--- src/rtl/change_dispenser_pkg.sv ---
// change_dispenser_pkg
//   Shared definitions for the change dispenser: the FSM state encoding,
//   default electromechanical timing, the coin-count width, and small
//   constant helpers used to size the shared down-counter.
package change_dispenser_pkg;

  // Change is expressed in unit coins, 0..7.
  localparam int COIN_W = 3;

  // Default configuration.
  localparam int DEF_DEPTH   = 4;
  localparam int DEF_PULSE_W = 3;
  localparam int DEF_GAP_W   = 2;
  localparam int DEF_TIMEOUT = 20;

  typedef enum logic [2:0] {
    ST_IDLE      = 3'd0,
    ST_VEND_ON   = 3'd1,
    ST_VEND_GAP  = 3'd2,
    ST_COIN_ON   = 3'd3,
    ST_COIN_WAIT = 3'd4,
    ST_COIN_GAP  = 3'd5,
    ST_FAULT     = 3'd6
  } state_t;

  function automatic int max3(input int a, input int b, input int c);
    int m;
    m = a;
    if (b > m) m = b;
    if (c > m) m = c;
    return m;
  endfunction

  // Counter is loaded with (duration - 1) and runs down to zero, so it only
  // has to hold max_val - 1.
  function automatic int cnt_width(input int max_val);
    return (max_val > 1) ? $clog2(max_val) : 1;
  endfunction

endpackage

--- src/rtl/change_dispenser_sync_fifo.sv ---
// change_dispenser_sync_fifo
//   Single-clock FIFO holding queued sales (their change amounts).
//   A push is accepted when the FIFO is not full, or when a pop happens on
//   the same edge (the freed slot is reused immediately).
//
// Ports:
//   clk    in   system clock
//   reset  in   synchronous, active-high; flushes the FIFO
//   push   in   write request
//   pop    in   read request (ignored when empty)
//   wdata  in   WIDTH-bit entry to write
//   rdata  out  head entry (valid when !empty)
//   full   out  occupancy == DEPTH
//   empty  out  occupancy == 0
//   count  out  registered occupancy, $clog2(DEPTH)+1 bits
module change_dispenser_sync_fifo
  import change_dispenser_pkg::*;
#(
  parameter int DEPTH = DEF_DEPTH,
  parameter int WIDTH = COIN_W
) (
  input  logic                   clk,
  input  logic                   reset,
  input  logic                   push,
  input  logic                   pop,
  input  logic [WIDTH-1:0]       wdata,
  output logic [WIDTH-1:0]       rdata,
  output logic                   full,
  output logic                   empty,
  output logic [$clog2(DEPTH):0] count
);

  localparam int AW = $clog2(DEPTH);
  localparam logic [AW:0] FULL_CNT = (AW+1)'(DEPTH);

  logic [WIDTH-1:0] mem [DEPTH];
  logic [AW-1:0]    wr_ptr;
  logic [AW-1:0]    rd_ptr;
  logic             do_push;
  logic             do_pop;

  assign full    = (count == FULL_CNT);
  assign empty   = (count == '0);
  assign do_pop  = pop & ~empty;
  assign do_push = push & (~full | do_pop);
  assign rdata   = mem[rd_ptr];

  // DEPTH is a power of two, so the pointers wrap naturally.
  always_ff @(posedge clk) begin
    if (reset) begin
      wr_ptr <= '0;
      rd_ptr <= '0;
      count  <= '0;
    end else begin
      if (do_push) wr_ptr <= wr_ptr + 1'b1;
      if (do_pop)  rd_ptr <= rd_ptr + 1'b1;
      case ({do_push, do_pop})
        2'b10:   count <= count + 1'b1;
        2'b01:   count <= count - 1'b1;
        default: count <= count;
      endcase
    end
  end

  // Storage is not reset; entries are only read after being written.
  always_ff @(posedge clk) begin
    if (do_push) mem[wr_ptr] <= wdata;
  end

endmodule

--- src/rtl/change_dispenser.sv ---
// change_dispenser
//   Downstream stage of the vending FSM. Each single-cycle dispense strobe
//   queues a sale; sales are then played out as a timed product-release
//   pulse followed by one timed eject pulse per unit coin of change. After
//   every coin the hopper must acknowledge via coin_sense; a missing
//   acknowledge latches a fault that only reset clears.
//
// Ports:
//   clk         in   system clock, rising edge
//   reset       in   synchronous, active-high
//   d           in   dispense strobe, one cycle per sale
//   r[2:0]      in   change in unit coins, sampled with d
//   coin_sense  in   hopper coin-sense acknowledge
//   vend        out  product-release pulse (registered)
//   coin_out    out  unit-coin eject pulse (registered)
//   busy        out  sale in progress (registered)
//   pending     out  queued sales not yet started
//   overflow    out  sticky: a sale was dropped on a full queue
//   fault       out  sticky: coin_sense timeout
//
// state        | meaning
// -------------+-----------------------------------------------------------
// ST_IDLE      | waiting; pops the next sale as soon as the queue has one
// ST_VEND_ON   | vend high for PULSE_W cycles
// ST_VEND_GAP  | GAP_W low cycles after the product pulse
// ST_COIN_ON   | coin_out high for PULSE_W cycles; early acks are latched
// ST_COIN_WAIT | waiting up to TIMEOUT cycles for the coin acknowledge
// ST_COIN_GAP  | GAP_W low cycles after an acknowledged coin
// ST_FAULT     | hopper jam; outputs parked, queue still accepts sales
module change_dispenser
  import change_dispenser_pkg::*;
#(
  parameter int DEPTH   = DEF_DEPTH,
  parameter int PULSE_W = DEF_PULSE_W,
  parameter int GAP_W   = DEF_GAP_W,
  parameter int TIMEOUT = DEF_TIMEOUT
) (
  input  logic                   clk,
  input  logic                   reset,
  input  logic                   d,
  input  logic [COIN_W-1:0]      r,
  input  logic                   coin_sense,
  output logic                   vend,
  output logic                   coin_out,
  output logic                   busy,
  output logic [$clog2(DEPTH):0] pending,
  output logic                   overflow,
  output logic                   fault
);

  localparam int CNT_MAX = max3(PULSE_W, GAP_W, TIMEOUT);
  localparam int CNT_W   = cnt_width(CNT_MAX);

  localparam logic [CNT_W-1:0] LD_PULSE   = CNT_W'(PULSE_W - 1);
  localparam logic [CNT_W-1:0] LD_GAP     = CNT_W'(GAP_W - 1);
  localparam logic [CNT_W-1:0] LD_TIMEOUT = CNT_W'(TIMEOUT - 1);

  state_t            state_q;
  state_t            state_d;
  logic [CNT_W-1:0]  cnt_q;
  logic [CNT_W-1:0]  cnt_d;
  logic [COIN_W-1:0] rem_q;
  logic [COIN_W-1:0] rem_d;
  logic              ack_q;
  logic              ack_d;
  logic              cnt_zero;
  logic              pop;

  logic [COIN_W-1:0] fifo_rdata;
  logic              fifo_full;
  logic              fifo_empty;

  change_dispenser_sync_fifo #(
    .DEPTH (DEPTH),
    .WIDTH (COIN_W)
  ) u_fifo (
    .clk   (clk),
    .reset (reset),
    .push  (d),
    .pop   (pop),
    .wdata (r),
    .rdata (fifo_rdata),
    .full  (fifo_full),
    .empty (fifo_empty),
    .count (pending)
  );

  assign cnt_zero = (cnt_q == '0);

  always_comb begin
    state_d = state_q;
    cnt_d   = cnt_q;
    rem_d   = rem_q;
    ack_d   = ack_q;
    pop     = 1'b0;

    case (state_q)
      ST_IDLE: begin
        if (!fifo_empty) begin
          pop     = 1'b1;
          rem_d   = fifo_rdata;
          state_d = ST_VEND_ON;
          cnt_d   = LD_PULSE;
        end
      end

      ST_VEND_ON: begin
        if (cnt_zero) begin
          state_d = ST_VEND_GAP;
          cnt_d   = LD_GAP;
        end else begin
          cnt_d = cnt_q - 1'b1;
        end
      end

      ST_VEND_GAP, ST_COIN_GAP: begin
        if (cnt_zero) begin
          if (rem_q != '0) begin
            state_d = ST_COIN_ON;
            cnt_d   = LD_PULSE;
          end else begin
            state_d = ST_IDLE;
          end
        end else begin
          cnt_d = cnt_q - 1'b1;
        end
      end

      ST_COIN_ON: begin
        // A fast hopper may answer while the eject pulse is still high.
        if (coin_sense) ack_d = 1'b1;
        if (cnt_zero) begin
          state_d = ST_COIN_WAIT;
          cnt_d   = LD_TIMEOUT;
        end else begin
          cnt_d = cnt_q - 1'b1;
        end
      end

      ST_COIN_WAIT: begin
        // An acknowledge on the final timeout cycle still counts.
        if (ack_q || coin_sense) begin
          rem_d   = rem_q - 1'b1;
          state_d = ST_COIN_GAP;
          cnt_d   = LD_GAP;
        end else if (cnt_zero) begin
          state_d = ST_FAULT;
        end else begin
          cnt_d = cnt_q - 1'b1;
        end
      end

      ST_FAULT: begin
        state_d = ST_FAULT;
      end

      default: begin
        state_d = ST_IDLE;
      end
    endcase

    // Each coin starts with a clean acknowledge.
    if (state_d == ST_COIN_ON && state_q != ST_COIN_ON) ack_d = 1'b0;
  end

  always_ff @(posedge clk) begin
    if (reset) begin
      state_q <= ST_IDLE;
      cnt_q   <= '0;
      rem_q   <= '0;
      ack_q   <= 1'b0;
    end else begin
      state_q <= state_d;
      cnt_q   <= cnt_d;
      rem_q   <= rem_d;
      ack_q   <= ack_d;
    end
  end

  // Outputs are decoded from the next state so they are true flops that
  // change on the same edge as the state.
  always_ff @(posedge clk) begin
    if (reset) begin
      vend     <= 1'b0;
      coin_out <= 1'b0;
      busy     <= 1'b0;
      fault    <= 1'b0;
      overflow <= 1'b0;
    end else begin
      vend     <= (state_d == ST_VEND_ON);
      coin_out <= (state_d == ST_COIN_ON);
      busy     <= (state_d != ST_IDLE) && (state_d != ST_FAULT);
      fault    <= (state_d == ST_FAULT);
      if (d && fifo_full && !pop) overflow <= 1'b1;
    end
  end

endmodule

--- config.mk ---
export PLATFORM = sky130hd
export DESIGN_NAME = change_dispenser
export DESIGN_NICKNAME = d
export VERILOG_FILES = /design/src/rtl/change_dispenser_pkg.sv /design/src/rtl/change_dispenser_sync_fifo.sv /design/src/rtl/change_dispenser.sv
export SDC_FILE = /design/constraint.sdc
export NUM_CORES = 1
export LEC_CHECK = 0
export BUFFER_PORTS_ARGS = -buffer_cell sky130_fd_sc_hd__buf_2
export CORE_UTILIZATION = 45
export DETAILED_ROUTE_END_ITERATION = 7
export PLACE_DENSITY_LB_ADDON = 0.12
export SETUP_SLACK_MARGIN = 0.05
export SLEW_MARGIN = 10
export SYNTH_ARGS = -nofsm -noshare
export SYNTH_HDL_FRONTEND = slang
export SYNTH_SLANG_ARGS = --single-unit
--- constraint.sdc ---
create_clock -name clk -period 3.4 [get_ports clk]
set_input_delay 0.17 -clock clk [delete_from_list [all_inputs] [get_ports clk]]
set_output_delay 0.17 -clock clk [all_outputs]
set_load 0.02 [all_outputs]
==> results.txt <==
status -> completed
final hold violations -> 0
Pleak -> 0.846 nW
count of unique library cells instantiated by Yosys -> 50
cts hold-fix bufs -> 0
Buffers on Ports -> 14
drc violations -> 0
internal cell power -> 1.18 mW
Core ar. -> 4350 sq um
first-pass GRT wire length -> 6.78 mm
Setup Skew -> 0.00932 ns
WL/cell -> 14.2 um
post-cts resize count -> 0
footprint of the multi-input gates -> 1030 sq um
antenna violations before repair -> 0
pre-CTS setup slack -> 0.992 ns
Min Clock Period, post-route -> 2.42 ns
Die Ht -> 69.5 um
Routed WL -> 3.92 mm
Netlist Area Pre-Place -> 2050 sq um
Syn-to-layout area delta -> 7.64%
global route total overflow -> 0
EDFF count, synth -> 12
Setup crit end -> u_fifo.count[2]$_SDFFE_PP0P_
Vias -> 1574
share of layout cells above drive strength 1 -> 0.161
chip width -> 69.5 um
Max FO, Critical Path -> 6
Critical Path Start Type -> flip-flop
Routed Antenna Nets -> 0
Peak supply drop -> 0.480 mV
sequential fraction of the synthesis area -> 0.430
worst reg2reg path depth -> 10
Mapped Cells -> 213
Clk network pwr share -> 0.142
Synth Net Count -> 229
Inserted Clock Buffers -> 5
sw frac -> 0.436
max-cap check violation count -> 0
WS Path Type -> reg2reg
vias per cell -> 5.70
gpl congestion -> 0.786
CTS tree -> built
largest net degree at the start of global routing -> 27
Hold Path Class -> in2reg
register bit total from synthesis -> 38
CTS Buffer Depth -> 2
Worst EP arrival -> 2.64 ns
met2 global-route usage -> 0.268
full die area -> 4830 sq um
CTS clk-pin slew, worst paths -> 0.08 ns
Tightest Pin Transition -> 0.737 ns
Synth warnings -> 0
Worst setup startpoint -> state_q[1]$_SDFF_PP0_
grt peak-use layer -> met2
Worst EP required -> 3.62 ns
async set-reset flop share out of synthesis -> 0
RSZ-0062 raised after global routing -> no
worst skew pair latency -> 0.29 ns
H-Tree Depth -> 2
final setup margin -> 0.980 ns
Comb pwr share -> 0.536
fin crit share -> 0.712
max-slew violations -> 0
Synth Flop Type -> dfxtp_1
Rows -> 24
DRT iter0 DRCs -> 151
R2R Setup Slk -> 0.98 ns
fmax -> 0.413 GHz
worst r2r dst -> u_fifo.count[2]$_SDFFE_PP0P_
Root Driver -> clkbuf_8
TNS Setup -> 0 ns
Total GRT Usage -> 0.175
Final HPWL DP -> 2.72 mm
clk sinks -> 38
router iterations before antenna repair -> 4
sequential share of power -> 0.321
ANT cells -> 0
I/O pin count -> 15
met3 usage -> 0.0552
NumNets Final -> 239
# fillers -> 386
Setup violations, final -> 0
Sw Pwr -> 915 uW
postcts setup bufs -> 0
CP endpoint kind -> flip-flop
Seq. cell area -> 881 sq um
vias in the first global route -> 1457
slew margin rel. -> 0.507
met1 Usage GRT -> 0.239
Crit Reg-Reg Startpoint -> state_q[1]$_SDFF_PP0_
Starting Density -> 0.470
power per standard cell area -> 951 nW/um^2
Synth Area per Inst -> 9.62 sq um
[layer usage]
layer  wire [um]  share of wire
met5           0              0
met4          46          0.012
met3         186          0.047
met2        1770           0.45
met1        1920           0.49
[registers in the layout (all words and copies together), names as in the netlist, named ones only]
register	count
u_fifo.mem	12
cnt_q	5
rem_q	3
state_q	3
u_fifo.count	3
u_fifo.rd_ptr	2
u_fifo.wr_ptr	2
ack_q	1
busy	1
coin_out	1
fault	1
overflow	1
vend	1
[synth_stat cells (2+ instances only)]
cell	count	area share
edfxtp_1	12	0.18
a311oi_1	2	0.0086
nor4b_1	3	0.013
nand2_1	11	0.020
xor2_1	3	0.013
a21oi_1	21	0.051
dfxtp_1	26	0.25
xnor2_1	4	0.017
buf_2	4	0.0098
inv_1	13	0.024
clkbuf_1	6	0.011
o21bai_1	3	0.011
nand3_1	4	0.0098
ha_1	8	0.049
nand4b_1	2	0.0086
buf_6	3	0.016
nor2_1	23	0.042
nor3_1	5	0.012
or3b_2	2	0.0086
mux4_2	3	0.033
a2111oi_0	2	0.0086
o21ai_0	11	0.027
or3_1	5	0.015
o22ai_1	2	0.0061
and3_1	5	0.015
nand2b_1	4	0.012
a211oi_1	3	0.011
[worst min-delay path by stage]
| stage | depth (start not counted) | slack [ns] | end | from |
|---|---|---|---|---|
| floorplan | 0 | 0.27 | u_fifo.mem[0][0]$_DFFE_PP_ | r[0] |
| global placement | 1 | 0.38 | u_fifo.mem[0][0]$_DFFE_PP_ | r[0] |
| detailed placement | 1 | 0.39 | u_fifo.mem[3][2]$_DFFE_PP_ | r[2] |
| CTS | 1 | 0.09 | u_fifo.mem[3][2]$_DFFE_PP_ | r[2] |
| global route | 1 | 0.08 | u_fifo.mem[2][2]$_DFFE_PP_ | r[2] |
| finish | 1 | 0.09 | u_fifo.mem[3][2]$_DFFE_PP_ | r[2] |
[area by class of cell]
type | instances | share of cell area
well taps | 52 | 0.0295
flip-flops and latches | 38 | 0.400
repair buffers | 17 | 0.0420
inverters | 13 | 0.0221
multi-input cells | 148 | 0.469
clock inverters | 2 | 0.00454
clock buffers | 6 | 0.0329
[power by group through the flow]
stage               combinational, mW  sequential [mW]  clock (mW)
detailed placement               1.12            0.682           0
global route                     1.26            0.688       0.332
CTS                              1.13            0.673       0.307
finish                           1.12            0.673       0.298
floorplan                       0.925            0.700           0
global placement                 1.10            0.677           0
[cell usage in the layout (no fill, tap or decap), types with 4 or more instances in the layout]
| cell | Yosys | layout |
|---|---|---|
| o21ai_0 | 11 | 11 |
| and3_1 | 5 | 5 |
| nor2_1 | 23 | 23 |
| a21oi_1 | 21 | 21 |
| ha_1 | 8 | 8 |
| nand3_1 | 4 | 4 |
| inv_1 | 13 | 13 |
| nor3_1 | 5 | 5 |
| nand2b_1 | 4 | 4 |
| xnor2_1 | 4 | 4 |
| nand2_1 | 11 | 11 |
| buf_2 | 4 | 14 |
| dfxtp_1 | 26 | 26 |
| edfxtp_1 | 12 | 12 |
| clkbuf_8 | 0 | 5 |
| or3_1 | 5 | 5 |
[cells by family after synthesis]
group	synth area share
and+or+nand+nor	0.198
muxes	0.0330
buffers and inverters	0.0648
AOI/OAI and AO/OA	0.186
adders and majority gates	0.0586
DFF	0.430
xor gates and xnor gates	0.0299
[worst max-delay path, cell delays in order (launching register included)]
cell and delay [ns]:
dfxtp_1 0.34, or3_1 0.28, nand3_1 0.19, and2_1 0.24, inv_1 0.08, ha_1 0.17
inv_1 0.07, fa_1 0.38, xor2_1 0.16, or3_1 0.30, a21oi_1 0.14
[stage by stage]
step	util	power (mW)	instances	cell area, sq um	hold WS (ns)
finish	0.506	2.10	276	2200	0.0904
global route	0.506	2.28	276	2200	0.0809
CTS	0.506	2.11	276	2200	0.0882
detailed placement	0.487	1.81	268	2120	0.391
global placement	0.487	1.78	268	2120	0.379
floorplan	-	1.63	213	2050	0.269
Power figures use the tool's default switching activity.
